## src/rtl/execute_operand_stage.sv

```systemverilog
// ============================================================================
// Module      : execute_operand_stage
// Description : Resolves SrcA/SrcB/WriteData with MEM/WB forwarding and
//               holds them in a valid/ready register feeding execute.
// Revision    : 1.0 - initial release
// ============================================================================
`default_nettype none

module execute_operand_stage #(
    parameter int XLEN   = 32,
    parameter int REG_AW = 5,
    parameter int CNT_W  = 16
) (
    input  logic              clk,
    input  logic              reset,
    input  logic              in_valid,
    output logic              in_ready,
    input  logic [XLEN-1:0]   RD1,
    input  logic [XLEN-1:0]   RD2,
    input  logic [XLEN-1:0]   ImmExt,
    input  logic [XLEN-1:0]   PC,
    input  logic [REG_AW-1:0] Rs1,
    input  logic [REG_AW-1:0] Rs2,
    input  logic [1:0]        ALUSrcA,
    input  logic              ALUSrc,
    input  logic              mem_fwd_en,
    input  logic [REG_AW-1:0] mem_fwd_rd,
    input  logic [XLEN-1:0]   mem_fwd_data,
    input  logic              wb_fwd_en,
    input  logic [REG_AW-1:0] wb_fwd_rd,
    input  logic [XLEN-1:0]   wb_fwd_data,
    input  logic              flush,
    output logic              out_valid,
    input  logic              out_ready,
    output logic [XLEN-1:0]   SrcA,
    output logic [XLEN-1:0]   SrcB,
    output logic [XLEN-1:0]   WriteData,
    output logic [CNT_W-1:0]  stall_cnt
);

    localparam logic [REG_AW-1:0] c_X0      = '0;
    localparam logic [CNT_W-1:0]  c_CNT_MAX = '1;

    logic [XLEN-1:0]  w_fwd_a;
    logic [XLEN-1:0]  w_fwd_b;
    logic [XLEN-1:0]  w_src_a;
    logic [XLEN-1:0]  w_src_b;
    logic             w_load;

    logic             r_valid;
    logic [XLEN-1:0]  r_src_a;
    logic [XLEN-1:0]  r_src_b;
    logic [XLEN-1:0]  r_wdata;
    logic [CNT_W-1:0] r_stall_cnt;

    // MEM is the younger producer, so it wins over WB; x0 always reads RF.
    always_comb begin
        w_fwd_a = RD1;
        if (mem_fwd_en && (mem_fwd_rd == Rs1) && (Rs1 != c_X0))
            w_fwd_a = mem_fwd_data;
        else if (wb_fwd_en && (wb_fwd_rd == Rs1) && (Rs1 != c_X0))
            w_fwd_a = wb_fwd_data;
    end

    always_comb begin
        w_fwd_b = RD2;
        if (mem_fwd_en && (mem_fwd_rd == Rs2) && (Rs2 != c_X0))
            w_fwd_b = mem_fwd_data;
        else if (wb_fwd_en && (wb_fwd_rd == Rs2) && (Rs2 != c_X0))
            w_fwd_b = wb_fwd_data;
    end

    always_comb begin
        w_src_a = w_fwd_a;
        case (ALUSrcA)
            2'b01:   w_src_a = PC;
            2'b10:   w_src_a = '0;
            default: w_src_a = w_fwd_a;
        endcase
    end

    assign w_src_b  = ALUSrc ? ImmExt : w_fwd_b;
    assign in_ready = !r_valid || out_ready;
    assign w_load   = in_valid && in_ready && !flush;

    always_ff @(posedge clk) begin
        if (reset) begin
            r_valid     <= 1'b0;
            r_src_a     <= '0;
            r_src_b     <= '0;
            r_wdata     <= '0;
            r_stall_cnt <= '0;
        end else begin
            if (flush)
                r_valid <= 1'b0;
            else if (w_load)
                r_valid <= 1'b1;
            else if (out_ready)
                r_valid <= 1'b0;

            // Operands are sampled only on an accept, so a hold freezes them.
            if (w_load) begin
                r_src_a <= w_src_a;
                r_src_b <= w_src_b;
                r_wdata <= w_fwd_b;
            end

            if (r_valid && !out_ready && (r_stall_cnt != c_CNT_MAX))
                r_stall_cnt <= r_stall_cnt + 1'b1;
        end
    end

    assign out_valid = r_valid;
    assign SrcA      = r_src_a;
    assign SrcB      = r_src_b;
    assign WriteData = r_wdata;
    assign stall_cnt = r_stall_cnt;

endmodule

`default_nettype wire

```

## config.mk

```make
export PLATFORM = sky130hd
export DESIGN_NAME = execute_operand_stage
export DESIGN_NICKNAME = d
export VERILOG_FILES = /design/src/rtl/execute_operand_stage.sv
export SDC_FILE = /design/constraint.sdc
export NUM_CORES = 1
export LEC_CHECK = 0
export ABC_AREA = 1
export BUFFER_PORTS_ARGS = -buffer_cell sky130_fd_sc_hd__buf_2
export CAP_MARGIN = 30
export CELL_PAD_IN_SITES_DETAIL_PLACEMENT = 0
export CELL_PAD_IN_SITES_GLOBAL_PLACEMENT = 1
export CORE_ASPECT_RATIO = 1.1
export CORE_MARGIN = 2
export CORE_UTILIZATION = 31
export CTS_BUF_LIST = sky130_fd_sc_hd__clkbuf_8 sky130_fd_sc_hd__clkbuf_16
export CTS_CLUSTER_DIAMETER = 40
export DETAILED_ROUTE_END_ITERATION = 8
export GPL_TIMING_DRIVEN = 0
export PLACE_DENSITY_LB_ADDON = 0.1
export SYNTH_ARGS = -nofsm -noshare
export SYNTH_HDL_FRONTEND = slang
export SYNTH_SLANG_ARGS = --single-unit
```

## constraint.sdc

```tcl
create_clock -name clk -period 2.15 [get_ports clk]
set_input_delay 0.215 -clock clk [delete_from_list [all_inputs] [get_ports clk]]
set_output_delay 0.215 -clock clk [all_outputs]
set_load 0.005 [all_outputs]
```

==> impl_metrics.toml <==
[status]
status = "complete, no violations"

[clock_network]
clockBufferDepth = 2
cts-root-buf = "clkbuf_16"
cts_setup_buffers = 0
clkTransAtPathRegs_ps = 60
cts.sinks = 113
cts_buffers = 17
worstSkewPairLatency_ps = 430
tritoncts = "built"
htreeDepth = 4

[placement]
dp.cells = 1842
hpwl_um = 26300
dp_worst_setup_slack_ps = -57.1
placed_cell_area_mm2 = 0.00928
place_congestion = 0.898
port_buffers = 333

[floorplan]
die_w_um = 150
ioPinCount = 336
core_mm2 = 0.0229
start_util_pct = 31.6
dieArea_mm2 = 0.0246
core.rowCount = 58
die_h_um = 164

[job]
drv_cap = 0

[setup_path]
r2r-start = "out_valid"
crit_type = "in -> reg"
cp_max_fo = 10
crit_start = "flush"
worstPathArrival_ps = 2290
cp-end-kind = "register"
start_kind = "primary input"
cp.required_ps = 2500

[layout]
fillers = 2593
multi_input_area_mm2 = 0.00406
stdcell_area_mm2 = 0.00994
layout-drive-gt1-share_pct = 27.9
nNetsFinal = 1786
stdcell_count = 1879
regArea_mm2 = 0.00226
syn_to_final_growth_pct = 37.4

[sta]
worst_pin_slew_ps = 817
fmax_ghz = 0.515
finalHoldViolations = 0
setup-violations-final = 0
final.period_utilization_pct = 90.4
timing.final.crit_period_ps = 1940
fin_skew_ps = 11.2
rsz0062_at_grt = "no"
maxSlewViolCount = 0
setup_ws_ps = 207
max-slew-margin-rel_pct = 45.6

[power]
finalPower_uw = 6780
max-vdd-ir-drop_mv = 0.442
p_leak_uw = 0.00540
p_per_area_mw_per_mm2 = 682

[synthesis]
avgSynthCellArea_um2 = 5.98
ys_seq_area_share_pct = 31.3
synth_top_area_cell = "dfxtp_1"
synth_cell_types = 27
ys_ff_latch = 113
syn_area_mm2 = 0.00723
synth_warnings = 0
syn_inst = 1209
synth_nets = 1433
synth_area_leaders = "dfxtp_1, nand3_1, nand2_1, a21oi_1, inv_1"
synth_top_area_share_pct = 31.3

[global_route]
grt.total_usage_pct = 26.3
grt_overflow = 0
grt_busiest_layer = "met2"
use_met1_pct = 31.4
use_met3_pct = 6.44
grt_pass1_wl_um = 48400
grt_use_met2_pct = 45.9
grt_antenna_before_repair = 7
grt_pass1_vias = 8905
grt_max_degree = 17

[route]
route.vias.total = 9177
drtPass1Iterations = 5
routed_via_density = 4.88
drt-total-wl_um = 33300
drc_errors = 0
drt-initial-drc-count = 601
route.detailed.wl_per_inst_um = 17.7
antenna_left = 0

[worst_hold_path]
hold_class = "in -> reg"
min_from = "ImmExt[15]"
[registers in the layout (all words and copies together) (netlist names)]
| name | count |
|---|---|
| SrcA | 32 |
| SrcB | 32 |
| WriteData | 32 |
| out_valid | 1 |
| stall_cnt | 16 |
[worst paths after layout]
check	endpoint	slack, ps	cells after the start
max	SrcA[22]	210	7
min	SrcB[15]	70	3
max reg2reg	SrcA[20]	250	7
min reg2reg	stall_cnt[8]	500	2
[worst max-delay path, stage by stage]
cell and delay [ps]:
dlygate4sd3_1 530, buf_2 130, nor3_2 300, buf_2 290
clkbuf_1 520, o21ai_0 160, a21oi_1 160
[metal layers]
layer	part of all wire (%)	vias to the layer above
li1	-	4641
met1	41	4110
met2	48	357
met3	7.6	63
met4	2.7	6
met5	0.10	-
[metrics by stage]
| stage | hold slack [ps] | utilization [%] | TNS (ps) |
|---|---|---|---|
| after CTS | 59.6 | 43.4 | 0 |
| after floorplan | 293 | - | 0 |
| final | 72.4 | 43.5 | 0 |
| after global placement | 418 | 40.6 | -420 |
| after detailed placement | 417 | 40.6 | -396 |
| after global routing | 74.4 | 43.5 | 0 |
[area by class of cell]
| type | count | share of cell area [%] |
|---|---|---|
| Sequential cell | 113 | 22.8 |
| Antenna cell | 4 | 0.101 |
| Tap cell | 300 | 3.78 |
| Clock inverter | 14 | 2.04 |
| Buffer | 84 | 4.17 |
| Inverter | 133 | 5.02 |
| Clock buffer | 18 | 4.42 |
| Timing Repair Buffer | 334 | 16.9 |
| Multi-Input combinational cell | 879 | 40.8 |
[cells by family after synthesis]
logic type	after synthesis	synth area share (%)
AOI/OAI and AO/OA	213	14.8
buffers and inverters	217	12.6
adders and majority gates	2	0.346
DFF	113	31.3
and+or+nand+nor	652	39.5
xor gates and xnor gates	12	1.45
[cell usage after synthesis]
cell type,number
nor3_2,2
clkbuf_1,34
nand4_1,4
or2_1,1
buf_1,5
xnor2_1,8
nand2_1,300
buf_4,7
nand2_4,1
ha_1,2
nor2_4,5
nand3_1,239
xor2_1,4
and3_1,2
a21oi_1,141
nand2_2,4
buf_2,34
nor2_1,81
nor2_2,5
inv_2,12
nor3_1,8
o21ai_0,69
inv_1,121
a211oi_1,1
o211ai_1,2
buf_6,4
dfxtp_1,113
[where the power goes]
part	total (uW)	switching, uW	internal (uW)
Clock	3160	1170	1990
Sequential	2300	72.2	2220
Combinational	1320	820	501
[cell usage in the layout (no fill, tap or decap), drive strengths merged, types with 8 or more instances in the layout]
cell type	n
nor3	10
xnor2	8
nor2	91
buf	383
inv	137
nand2	305
a21oi	141
o21ai	69
nand3	239
dfxtp	113
clkbuf	52
[repair_timing]
item,CTS,global route
hold buffers,1,0
endpoints found under the hold margin,1,0
setup endpoints to repair,0,1
gates resized for setup,0,1
Power figures use the tool's default switching activity.
